==> config.mk <==
export PLATFORM = sky130hd
export DESIGN_NAME = nyancat_anim_ctrl
export DESIGN_NICKNAME = d
export VERILOG_FILES = /design/src/rtl/nyancat_anim_ctrl.sv
export SDC_FILE = /design/constraint.sdc
export NUM_CORES = 1
export LEC_CHECK = 0
export ABC_AREA = 1
export BUFFER_PORTS_ARGS = -buffer_cell sky130_fd_sc_hd__buf_2
export CORE_ASPECT_RATIO = 0.8
export CORE_UTILIZATION = 30
export DETAILED_ROUTE_END_ITERATION = 6
export HOLD_SLACK_MARGIN = 0.08
export PLACE_DENSITY = 0.57
export SETUP_SLACK_MARGIN = 0.5
export SKIP_CTS_REPAIR_TIMING = 1
export SLEW_MARGIN = 25
export SYNTH_ARGS = -nofsm -noshare
export SYNTH_HDL_FRONTEND = slang
export SYNTH_SLANG_ARGS = --single-unit
==> constraint.sdc <==
create_clock -name px_clk -period 1.71 [get_ports px_clk]
set_input_delay 0.171 -clock px_clk [delete_from_list [all_inputs] [get_ports px_clk]]
set_output_delay 0.171 -clock px_clk [all_outputs]
set_load 0.03 [all_outputs]
==> src/rtl/nyancat_anim_ctrl.sv <==
// Nyancat animation sequencer: finds frame boundaries on vsync, divides the frame rate
// by the selected speed and advances sprite frame / scroll offset during vertical blanking.
module nyancat_anim_ctrl #(
    parameter int NUM_FRAMES       = 12,
    parameter int FRAME_W          = 4,
    parameter int SCROLL_W         = 10,
    parameter int SCROLL_STEP      = 4,
    parameter int BASE_DIV         = 2,
    parameter int VSYNC_ACTIVE_LOW = 1
) (
    input  logic                px_clk,
    input  logic                reset,
    input  logic                vsync,
    input  logic                run_toggle,
    input  logic                step,
    input  logic [1:0]          speed,
    output logic [FRAME_W-1:0]  anim_frame,
    output logic [SCROLL_W-1:0] scroll_x,
    output logic                frame_tick,
    output logic                paused,
    output logic [15:0]         frame_cnt
);
    // state     | meaning
    // RUN       | advancing every div boundaries
    // PAUSED    | frozen, waiting for run_toggle or step
    // STEP_PEND | frozen, one advance owed at the next boundary

    localparam int   DIV_W  = $clog2(8 * BASE_DIV + 1);
    localparam logic VS_INV = (VSYNC_ACTIVE_LOW != 0);

    typedef enum logic [1:0] {RUN, PAUSED, STEP_PEND} state_t;

    state_t             state;
    logic               vs_act;
    logic               vs_prev;
    logic               boundary;
    logic               bnd_q;
    logic               adv_q;
    logic               due;
    logic [DIV_W-1:0]   div;
    logic [DIV_W-1:0]   div_cnt;

    assign vs_act   = vsync ^ VS_INV;
    assign boundary = vs_act & ~vs_prev;
    assign div      = DIV_W'(BASE_DIV) << (2'd3 - speed);
    assign due      = (div_cnt >= div - DIV_W'(1));

    // Decisions are taken on the boundary edge under the current state and applied
    // to the outputs one edge later, so controls never race the boundary.
    always_ff @(posedge px_clk) begin
        if (reset) begin
            state      <= RUN;
            vs_prev    <= 1'b1;
            bnd_q      <= 1'b0;
            adv_q      <= 1'b0;
            div_cnt    <= '0;
            anim_frame <= '0;
            scroll_x   <= '0;
            frame_tick <= 1'b0;
            paused     <= 1'b0;
            frame_cnt  <= '0;
        end else begin
            vs_prev    <= vs_act;
            bnd_q      <= boundary;
            adv_q      <= 1'b0;
            frame_tick <= adv_q;

            if (bnd_q)
                frame_cnt <= frame_cnt + 16'd1;

            if (adv_q) begin
                anim_frame <= (anim_frame == FRAME_W'(NUM_FRAMES - 1)) ? '0 : anim_frame + FRAME_W'(1);
                scroll_x   <= scroll_x + SCROLL_W'(SCROLL_STEP);
            end

            case (state)
                RUN: begin
                    if (boundary) begin
                        if (due) begin
                            adv_q   <= 1'b1;
                            div_cnt <= '0;
                        end else begin
                            div_cnt <= div_cnt + DIV_W'(1);
                        end
                    end
                    if (run_toggle) begin
                        state  <= PAUSED;
                        paused <= 1'b1;
                    end
                end
                PAUSED: begin
                    if (run_toggle) begin
                        state   <= RUN;
                        paused  <= 1'b0;
                        div_cnt <= '0;
                    end else if (step) begin
                        state <= STEP_PEND;
                    end
                end
                STEP_PEND: begin
                    if (boundary)
                        adv_q <= 1'b1;
                    if (run_toggle) begin
                        state   <= RUN;
                        paused  <= 1'b0;
                        div_cnt <= '0;
                    end else if (boundary) begin
                        state <= PAUSED;
                    end
                end
                default: begin
                    state  <= RUN;
                    paused <= 1'b0;
                end
            endcase
        end
    end

endmodule

# Yosys cells after proc, flatten, opt, wreduce, memory -nomap -nowiden
# Index checks and enable logic that the tools add are counted.
[op_classes] addsub=6 order_cmp=1 n_eq_ne=8 shift=1 muxes=18 bitwise_logic=3 n_reduce_logical=6
[ops] op="adder 16 x 1 -> 16 bit (second input constant)" n=1
[ops] op="2-to-1 mux 5 bit" n=3
[ops] op="adder 10 x 3 -> 10 bit (second input constant)" n=1
[ops] op="2-to-1 mux 2 bit" n=5
[ops] op="one-hot mux 5 bit (2 select lines)" n=1
[ops] op="inequality test 3 bit (second input constant)" n=2
[ops] op="one-hot mux 2 bit (3 select lines)" n=1
[ops] op="AND reduction 3 bit" n=2
[ops] op="adder 5 x 1 -> 5 bit (second input constant)" n=1
[ops] op=">= comparator 5 bit" n=1
[ops] op="2-to-1 mux 1 bit" n=5
[ops] op="left shift 2 x 2 -> 5 bit (first input constant)" n=1
[ops] op="subtractor 5 x 1 -> 5 bit (second input constant)" n=1
[ops] op="adder 4 x 1 -> 4 bit (second input constant)" n=1
[ops] op="== test 4 bit (second input constant)" n=1
[ops] op="2-to-1 mux 4 bit" n=1
[ops] op="inequality test 2 bit (second input constant)" n=2
[ops] op="one-hot mux 1 bit (2 select lines)" n=2
[ops] op="== test 2 x 1 -> 1 bit (second input constant)" n=1
[ops] op="== test 2 bit (second input constant)" n=1
[ops] op="logical NOT 2 bit" n=1
[ops] op="inequality test 2 x 1 -> 1 bit (second input constant)" n=1
[ops] op="inverter 1 bit" n=2
[ops] op="AND reduction 2 bit" n=1
[ops] op="other kinds (4)" n=4
[word_totals] ff_bits=42 inputBits=7 out_inout_bits=32 word_cells=53

# Logic depth before layout (Yosys ltp)
# Gate-level depths: netlist of run 1.
[depth] word_depth=7 depth_mapped=10 mapped_depth_nobuf=10

# Least setup slack after synthesis of run 1
# Ideal clock, no wire load.
[synth_path] path_type="reg2reg" start="register frame_cnt[0]" end="register frame_cnt[10]" arrival_time_ns=1.314 required_time_ns=1.595 setup_slack_ns=0.281 stages_incl_launch_ff=8 cell_sequence="dfxtp_1 > ha_1 > nand2_1 > nor2_2 > nand2_2 > nor2_4 > a21oi_1 > and2_1"
[synth_via] elab_chain_cells=1
[synth_lines] element="start: declaration" line="21" rtl="output logic [15:0] frame_cnt"
[synth_lines] element="start signal: assignment" line="69" rtl="frame_cnt <= frame_cnt + 16'd1;"
[synth_lines] element="adder 16 x 1 -> 16 bit" line="69"
# No other way between the ends.
# A chain may end at the register's enable or synchronous reset.

# Worst setup path after layout of run 1
[layout_path] start="register div_cnt[4]" end="register div_cnt[0]"
[layout_via] elab_chain_cells=4
[layout_lines] element="start: declaration" line="41" rtl="logic [DIV_W-1:0] div_cnt;"
[layout_lines] element="start signal: assignment" line="83" rtl="div_cnt <= div_cnt + DIV_W'(1);"
[layout_lines] element=">= comparator 5 bit" line="46" rtl="assign due = (div_cnt >= div - DIV_W'(1));"
[layout_lines] element="2-to-1 mux 5 bit" line="79" rtl="if (due) begin"
[layout_lines] element="2-to-1 mux 5 bit" line="78" rtl="if (boundary) begin"
[layout_lines] element="one-hot mux 5 bit (2 select lines)" line="76" rtl="case (state)"
# No other way between the ends. The select of a mux whose other input is x is not followed.

==> impl_metrics.tcl, run 1 <==
set metrics [dict create \
    antenna_found_initial 0 \
    vias_per_cell 4.44 \
    synth_top_cell_area_share 0.390 \
    syn-cell-area_um2 2050 \
    placed_area_um2 2380 \
    numCtsBuffers 5 \
    crit_required_ps 1890 \
    min-delay-start "run_toggle" \
    core_um2 6510 \
    syn_avg_cell_area_um2 7.07 \
    fillers 693 \
    r2r_start "div_cnt[4]" \
    io_pins 39 \
    grtUsageTotal 0.130 \
    grt_pass1_vias 1712 \
    overflow 0 \
    synthArstFlopShare 0 \
    slowest_stage "dfxtp_4" \
    drv_slew 0 \
    crit_chain "ha_4 > nand2_1 > nor2_2 > nand2_2 > nand3_2 > nor2_2 > nor2_1 > nor2_1" \
    areaGrowthSynthToFinish_pct 33.3 \
    dr.first_iter.drc_count 51 \
    grt_max_degree 15 \
    crit_start "div_cnt[4]" \
    clkTransAtPathRegs_ps 80 \
    drv_cap 0 \
    hold_viol 0 \
    fin_tns_setup_ps 0 \
    dr_total_vias 1879 \
    die_y_um 76.0 \
    port_buffers 36 \
    synthFlopType "dfxtp_1" \
    diodes 0 \
    status "finished clean" \
    rsz0062_at_grt "yes" \
    h-tree-depth 2 \
    seq_area_frac_synth 0.390 \
    cts.sinks 40 \
    drc 0 \
    ys_ff_latch 40 \
    multi_input_area_um2 1250 \
    cpPeakStageDelay_ps 350 \
    clockBufferDepth 2 \
    synthTopCellsByArea "dfxtp_1, nand2_1, nor2_1, ha_1, inv_1" \
    hp-class "in -> reg" \
    seq_area_um2 848 \
    die-area_um2 7170 \
    initial_core_util 0.315 \
    cts_tree "built" \
    drive_gt1_frac 0.383 \
    crit_fanout 4 \
    min_period_ps 1240 \
    peakVddDrop_v 0.000339 \
    worstPathArrival_ps 1420 \
    grt_pass1_wl_um 7470 \
    ys_types 28 \
    fin_hold_ws_ps 172 \
    drt_first_pass_iters 4 \
    post_drt_wl_per_cell_um 10.4 \
    wl_um 4390 \
    period_share 0.726 \
    syn_inst 290 \
    clock_skew_ps 6.92 \
    setup_violations 0 \
    synth-edff-count 0 \
    hpwl_um 3220 \
    fp-row-count 26 \
    synth_warnings 0 \
    synth.largest_area_cell "dfxtp_1" \
    nets 357 \
    endpoint_kind "register" \
    final_area_um2 2730 \
    ant_nets 0 \
    die_x_um 94.4 \
    clock-root-buffer "clkbuf_8" \
    path_class "reg -> reg" \
    critPathLaunchType "register" \
    clk_latency_ps 290 \
    power.density_nw_per_um2 728 \
    fmax_ghz 0.806 \
    power_leakage_nw 1.22 \
    place.gp.congestion 0.790 \
]
layout make-up:
class | instances | share of cell area
repair buffers | 47 | 0.0970
clock buffers | 8 | 0.0444
flip-flops and latches | 40 | 0.310
multi-input cells | 209 | 0.459
inverters | 35 | 0.0508
well taps | 84 | 0.0384
stage by stage:
step                setup WS [ps]  total power, mW  std cells  utilization
floorplan                     471             1.13        291            -
global placement              326             1.17        408        0.366
detailed placement            288             1.17        408        0.366
CTS                           318             1.95        416        0.385
global route                  382             2.10        423        0.420
finish                        469             1.99        423        0.420
cell usage after synthesis (4+ instances only):
cell / instances
a21oi_1: 23
dfxtp_1: 40
ha_1: 12
inv_1: 34
nand2_1: 64
nand2_2: 5
nand3_1: 16
nand4_1: 5
nor2_1: 48
nor2_4: 4
o21ai_0: 12
placed cells by master, fill, tap and decap left out, types with 6 or more instances in the layout:
cell type and instances:
nor2_1 40, inv_2 6, buf_4 10, inv_1 26, nand2_2 11, nand2_1 55, dfxtp_4 8, nor2_2 9
o21ai_0 11, clkbuf_8 7, ha_4 6, dfxtp_1 18, a21oi_1 20, buf_2 36, dfxtp_2 14, nand3_1 11
flip-flops by register name (all words and copies together) (netlist names):
name / flops
scroll_x: 8
adv_q: 1
frame_cnt: 16
frame_tick: 1
paused: 1
anim_frame: 4
state: 2
vs_prev: 1
div_cnt: 5
bnd_q: 1
final timing paths:
check	slack, ps	end	cells past startpoint
setup reg to reg	470	div_cnt[0]	8
hold reg to reg	460	scroll_x[2]	1
setup / recovery	470	div_cnt[0]	8
hold / removal	170	state[1]	4
routing by layer:
metal / track usage / vias up / wire length, um
met3: 0.0382 / 4 / 263
met4: 0.0323 / 0 / 25
met2: 0.207 / 40 / 1920
met1: 0.170 / 823 / 2190
li1: - / 1012 / -
met5: 0 / - / 0
kinds of logic after synthesis:
group | count (synthesis) | share of synthesized area
buf+inv | 42 | 0.0903
fa+ha+maj | 12 | 0.0732
xor+xnor | 6 | 0.0256
flops | 40 | 0.390
other cells | 2 | 0.00366
compound gates | 39 | 0.0995
simple gates | 149 | 0.317
worst max-delay path: cells and delay by family, from the launching register on:
kind                       cells  cell delay (ps)
and+or+nand+nor                7              500
DFF                            1              350
adders and majority gates      1              270
power by group:
part | leakage (nW) | internal, mW | switching (mW)
Combinational | 0.819 | 0.106 | 0.145
Clock | 0.0627 | 0.456 | 0.325
Sequential | 0.337 | 0.940 | 0.0186
Total | 1.22 | 1.50 | 0.489
No activity file was read; power rests on OpenSTA's default activity.
==> inputs of run 2 (changes only) <==
==> constraint.sdc (replaced) <==
create_clock -name px_clk -period 1.26 [get_ports px_clk]
set_input_delay 0.126 -clock px_clk [delete_from_list [all_inputs] [get_ports px_clk]]
set_output_delay 0.126 -clock px_clk [all_outputs]
set_load 0.03 [all_outputs]
==> impl_metrics.tcl, run 2 (synthesis gave the netlist of run 1 again) <==
set metrics [dict create \
    h-tree-depth 2 \
    period_share 0.991 \
    clk_latency_ps 300 \
    vias_per_cell 4.44 \
    seqPwrFrac 0.463 \
    initial_core_util 0.315 \
    layout.cells.most_common "nand2_1" \
    place.gp.congestion 0.770 \
    drv_slew 0 \
    crit_fanout 2 \
    antenna_found_initial 0 \
    critPathLaunchType "register" \
    core_um2 6510 \
    largest-register "frame_cnt" \
    cts.sinks 40 \
    grt_pass1_vias 1728 \
    die-area_um2 7170 \
    rrSetupSlack_ps 10 \
    crit_family "simple AND/OR/NAND/NOR gates" \
    hold_viol 0 \
    drt_first_pass_iters 4 \
    power.density_nw_per_um2 814 \
    io_pins 39 \
    path_class "reg -> reg" \
    drc 0 \
    min-delay-start "reset" \
    r2r_start "state[0]" \
    status "finished clean" \
    numCtsBuffers 5 \
    p_switching_uw 709 \
    cts_tree "built" \
    ant_nets 0 \
    clock-root-buffer "clkbuf_8" \
    hold_end "state[1]" \
    p_sw_frac 0.261 \
    power_frac_comb 0.151 \
    port_buffers 36 \
    slowest_stage "dfxtp_2" \
    rr_worst_depth 6 \
    overflow 0 \
    cp.buffers_inverters 1 \
    power_leakage_nw 1.40 \
    mostFrequentLayoutCells "nand2_1, nor2_1, buf_6" \
    dr_total_vias 1982 \
    layout_setup_ws_ps 11.0 \
    hp-class "in -> reg" \
    grt_pass1_wl_um 7780 \
    peakVddDrop_v 0.000417 \
    p_int_mw 2.01 \
    final_area_um2 3340 \
    die_y_um 76.0 \
    grt_max_degree 17 \
    drive_gt1_frac 0.555 \
    drv_cap 0 \
    setup_violations 0 \
    post_drt_wl_per_cell_um 10.9 \
    fp-row-count 26 \
    wl_um 4870 \
    crit_chain "buf_4 > ha_2 > or2_4 > nor2_2 > nand3_1 > a21oi_2" \
    largest_reg_flops 16 \
    clockBufferDepth 2 \
    dr.first_iter.drc_count 75 \
    worstPathArrival_ps 1480 \
    clkTransAtPathRegs_ps 80 \
    min_period_ps 1250 \
    top_regs "frame_cnt x16, scroll_x x8, div_cnt x5" \
    regToRegEndpoint "state[1]" \
    die_x_um 94.4 \
    diodes 0 \
    hpwl_um 3360 \
    pwr-share-clk 0.386 \
    grtUsageTotal 0.138 \
    hold_depth 2 \
    endpoint_kind "register" \
    clock_skew_ps 5.89 \
    crit_required_ps 1490 \
    rsz0062_at_grt "yes" \
    areaGrowthSynthToFinish_pct 62.9 \
    placed_area_um2 2620 \
    nets 380 \
    cpPeakStageDelay_ps 340 \
    fmax_ghz 0.801 \
    dp_slack_ps -76.7 \
]
-- run 2: cell types whose count changed in the layout (fill, tap and decap cells not counted), moves of 4 or more --
| cell | delta |
|---|---|
| a21oi_1 | -7 |
| a21oi_2 | +6 |
| buf_2 | -30 |
| buf_4 | +18 |
| buf_6 | +35 |
| dfxtp_1 | -15 |
| dfxtp_4 | +16 |
| inv_1 | -4 |
| nand2_1 | -11 |
| nand2_2 | +7 |
| nand2_4 | +4 |
| nand3_1 | -5 |
| o21ai_0 | -7 |
| o21ai_1 | +6 |
-- run 2: area by class of cell --
class                      instances  area (um^2)
clock buffer                       6         72.6
clock inverter                     2         35.0
fill                             613         3170
inverter                          35          141
multi-input combinational        209         1440
sequential                        40          907
tap                               84          105
timing repair buffer              70          644
-- run 2: worst register-to-register path: stages (launching register included) --
cell and delay, ps:
dfxtp_2 340, buf_4 140, ha_2 180, or2_4 230
nor2_2 80, nand3_1 90, a21oi_2 130
-- run 2: power by group through the flow --
stage / clock network (mW) / registers (mW) / logic (mW)
after floorplan: 0 / 1.32 / 0.205
after detailed placement: 0 / 1.31 / 0.311
after global routing: 1.13 / 1.26 / 0.453
final: 1.05 / 1.26 / 0.412
after CTS: 1.09 / 1.28 / 0.312
after global placement: 0 / 1.31 / 0.309
-- run 2: layer usage --
layer  share of wire  vias up  global-route usage
met4           0.015        0              0.0554
met3           0.036        8              0.0341
li1                -     1061                   -
met5               0        -                   0
met2            0.45       36               0.207
met1            0.50      877               0.188
-- run 2: worst max-delay path by stage --
stage | from | endpoint | slack, ps | cells after the start
CTS | div_cnt[4] | div_cnt[3] | 3 | 8
floorplan | frame_cnt[0] | frame_cnt[10] | 40 | 7
global placement | speed[1] | div_cnt[0] | -80 | 10
finish | state[0] | state[1] | 10 | 6
detailed placement | speed[1] | div_cnt[3] | -80 | 10
global route | frame_cnt[0] | frame_cnt[12] | -60 | 9
-- run 2: through the flow --
step | instances | TNS, ps | hold WS, ps | utilization | total power, mW
detailed placement | 420 | -260 | 311 | 0.402 | 1.62
global placement | 420 | -217 | 312 | 0.402 | 1.61
global route | 446 | -380 | 107 | 0.513 | 2.85
CTS | 428 | 0 | -7.16 | 0.418 | 2.67
floorplan | 291 | 0 | 195 | - | 1.53
finish | 446 | 0 | 104 | 0.513 | 2.72
==> inputs of run 3 (changes only) <==
==> constraint.sdc (replaced) <==
create_clock -name px_clk -period 1.4 [get_ports px_clk]
set_input_delay 0.14 -clock px_clk [delete_from_list [all_inputs] [get_ports px_clk]]
set_output_delay 0.14 -clock px_clk [all_outputs]
set_load 0.03 [all_outputs]
==> impl_metrics.tcl, run 3 (synthesis gave the netlist of run 1 again) <==
set metrics [dict create \
    status "finished clean" \
    overflow 0 \
    rsz0062_at_grt "yes" \
    fin_hold_ws_ps 154 \
    critPathLaunchType "register" \
    path_class "reg -> reg" \
    drc 0 \
    wl_um 4930 \
    top_regs "frame_cnt x16, scroll_x x8, div_cnt x5" \
    cts_tree "built" \
    core_um2 6510 \
    crit_required_ps 1590 \
    io_pins 39 \
    cts.sinks 40 \
    numCtsBuffers 5 \
    drt_first_pass_iters 4 \
    r2r_start "state[0]" \
    die-area_um2 7170 \
    crit_fanout 4 \
    hold_viol 0 \
    die_x_um 94.4 \
    nets 370 \
    setup_violations 0 \
    vias_per_cell 4.47 \
    clock-root-buffer "clkbuf_8" \
    power.density_nw_per_um2 768 \
    p_switching_uw 633 \
    grt_pass1_vias 1687 \
    worstPathArrival_ps 1460 \
    h-tree-depth 2 \
    antenna_found_initial 0 \
    fin_tns_setup_ps 0 \
    dr_total_vias 1949 \
    power_frac_comb 0.146 \
    endpoint_kind "register" \
    clockBufferDepth 2 \
    hpwl_um 3270 \
    seqPwrFrac 0.460 \
    min-delay-start "vsync" \
    initial_core_util 0.315 \
    ant_nets 0 \
    post_drt_wl_per_cell_um 11.3 \
    grtUsageTotal 0.131 \
    fp-row-count 26 \
    dr.first_iter.drc_count 80 \
    largest-register "frame_cnt" \
    hp-class "in -> reg" \
    areaGrowthSynthToFinish_pct 57.6 \
    drive_gt1_frac 0.540 \
    largest_reg_flops 16 \
    grt_max_degree 18 \
    clock_skew_ps 1.57 \
    min_period_ps 1280 \
    p_int_mw 1.85 \
    p_sw_frac 0.255 \
    die_y_um 76.0 \
    period_share 0.913 \
    clkTransAtPathRegs_ps 80 \
    crit_start "state[0]" \
    diodes 0 \
    layout.cells.most_common "nand2_1" \
    peakVddDrop_v 0.000398 \
    fmax_ghz 0.782 \
    clk_latency_ps 290 \
    drv_slew 0 \
    mostFrequentLayoutCells "nand2_1, nor2_1, buf_6" \
    grt_pass1_wl_um 7550 \
    drv_cap 0 \
    pwr-share-clk 0.394 \
    power_leakage_nw 1.32 \
    place.gp.congestion 0.793 \
    port_buffers 36 \
]
-- run 3: changes by cell type in the layout (fill, tap and decap cells not counted), sizes merged --
cell,before,now
buf,69,59
-- run 3: worst max-delay path, stage by stage (launching register included) --
cell,delay [ps]
dfxtp_4,370
inv_2,60
ha_4,290
nand2_4,60
nand2_4,80
nand2_4,80
inv_4,80
nor2_2,30
nor2_1,80
nor2_1,50
-- run 3: final timing paths --
kind	endpoint	slack [ps]	cells past startpoint
worst max-delay path	div_cnt[0]	120	9
worst min-delay path	bnd_q	150	4
worst max register to register	div_cnt[0]	120	9
worst min register to register	scroll_x[5]	480	1
-- run 3: layout make-up --
class	count	area, um^2
Clock buffer	6	82.6
Clock inverter	2	33.8
Fill cell	646	3270
Inverter	35	136
Multi-Input combinational cell	209	1410
Sequential cell	40	912
Tap cell	84	105
Timing Repair Buffer	60	549
-- run 3: per-stage QoR --
stage / area, um^2 / setup slack (ps) / total power [mW] / util / cells
2_1_floorplan: 2260 / 184 / 1.37 / - / 291
3_3_place_gp: 2540 / 61.1 / 1.42 / 0.390 / 411
3_5_place_dp: 2540 / 16.4 / 1.42 / 0.390 / 411
4_1_cts: 2660 / 88.4 / 2.41 / 0.408 / 419
5_1_grt: 3230 / 59.0 / 2.61 / 0.497 / 436
6_report: 3230 / 122 / 2.48 / 0.497 / 436
-- run 3: power by group through the flow --
| stage | clock [mW] | sequential, mW | combinational, mW |
|---|---|---|---|
| floorplan | 0 | 1.19 | 0.177 |
| CTS | 1.02 | 1.16 | 0.236 |
| global placement | 0 | 1.18 | 0.235 |
| detailed placement | 0 | 1.18 | 0.236 |
| global route | 1.07 | 1.15 | 0.398 |
| finish | 0.977 | 1.14 | 0.363 |
-- run 3: layer usage --
layer / share of wire / GRT usage
met2: 0.47 / 0.190
met5: 0 / 0
met3: 0.039 / 0.0311
met4: 0.0097 / 0.0369
met1: 0.48 / 0.190
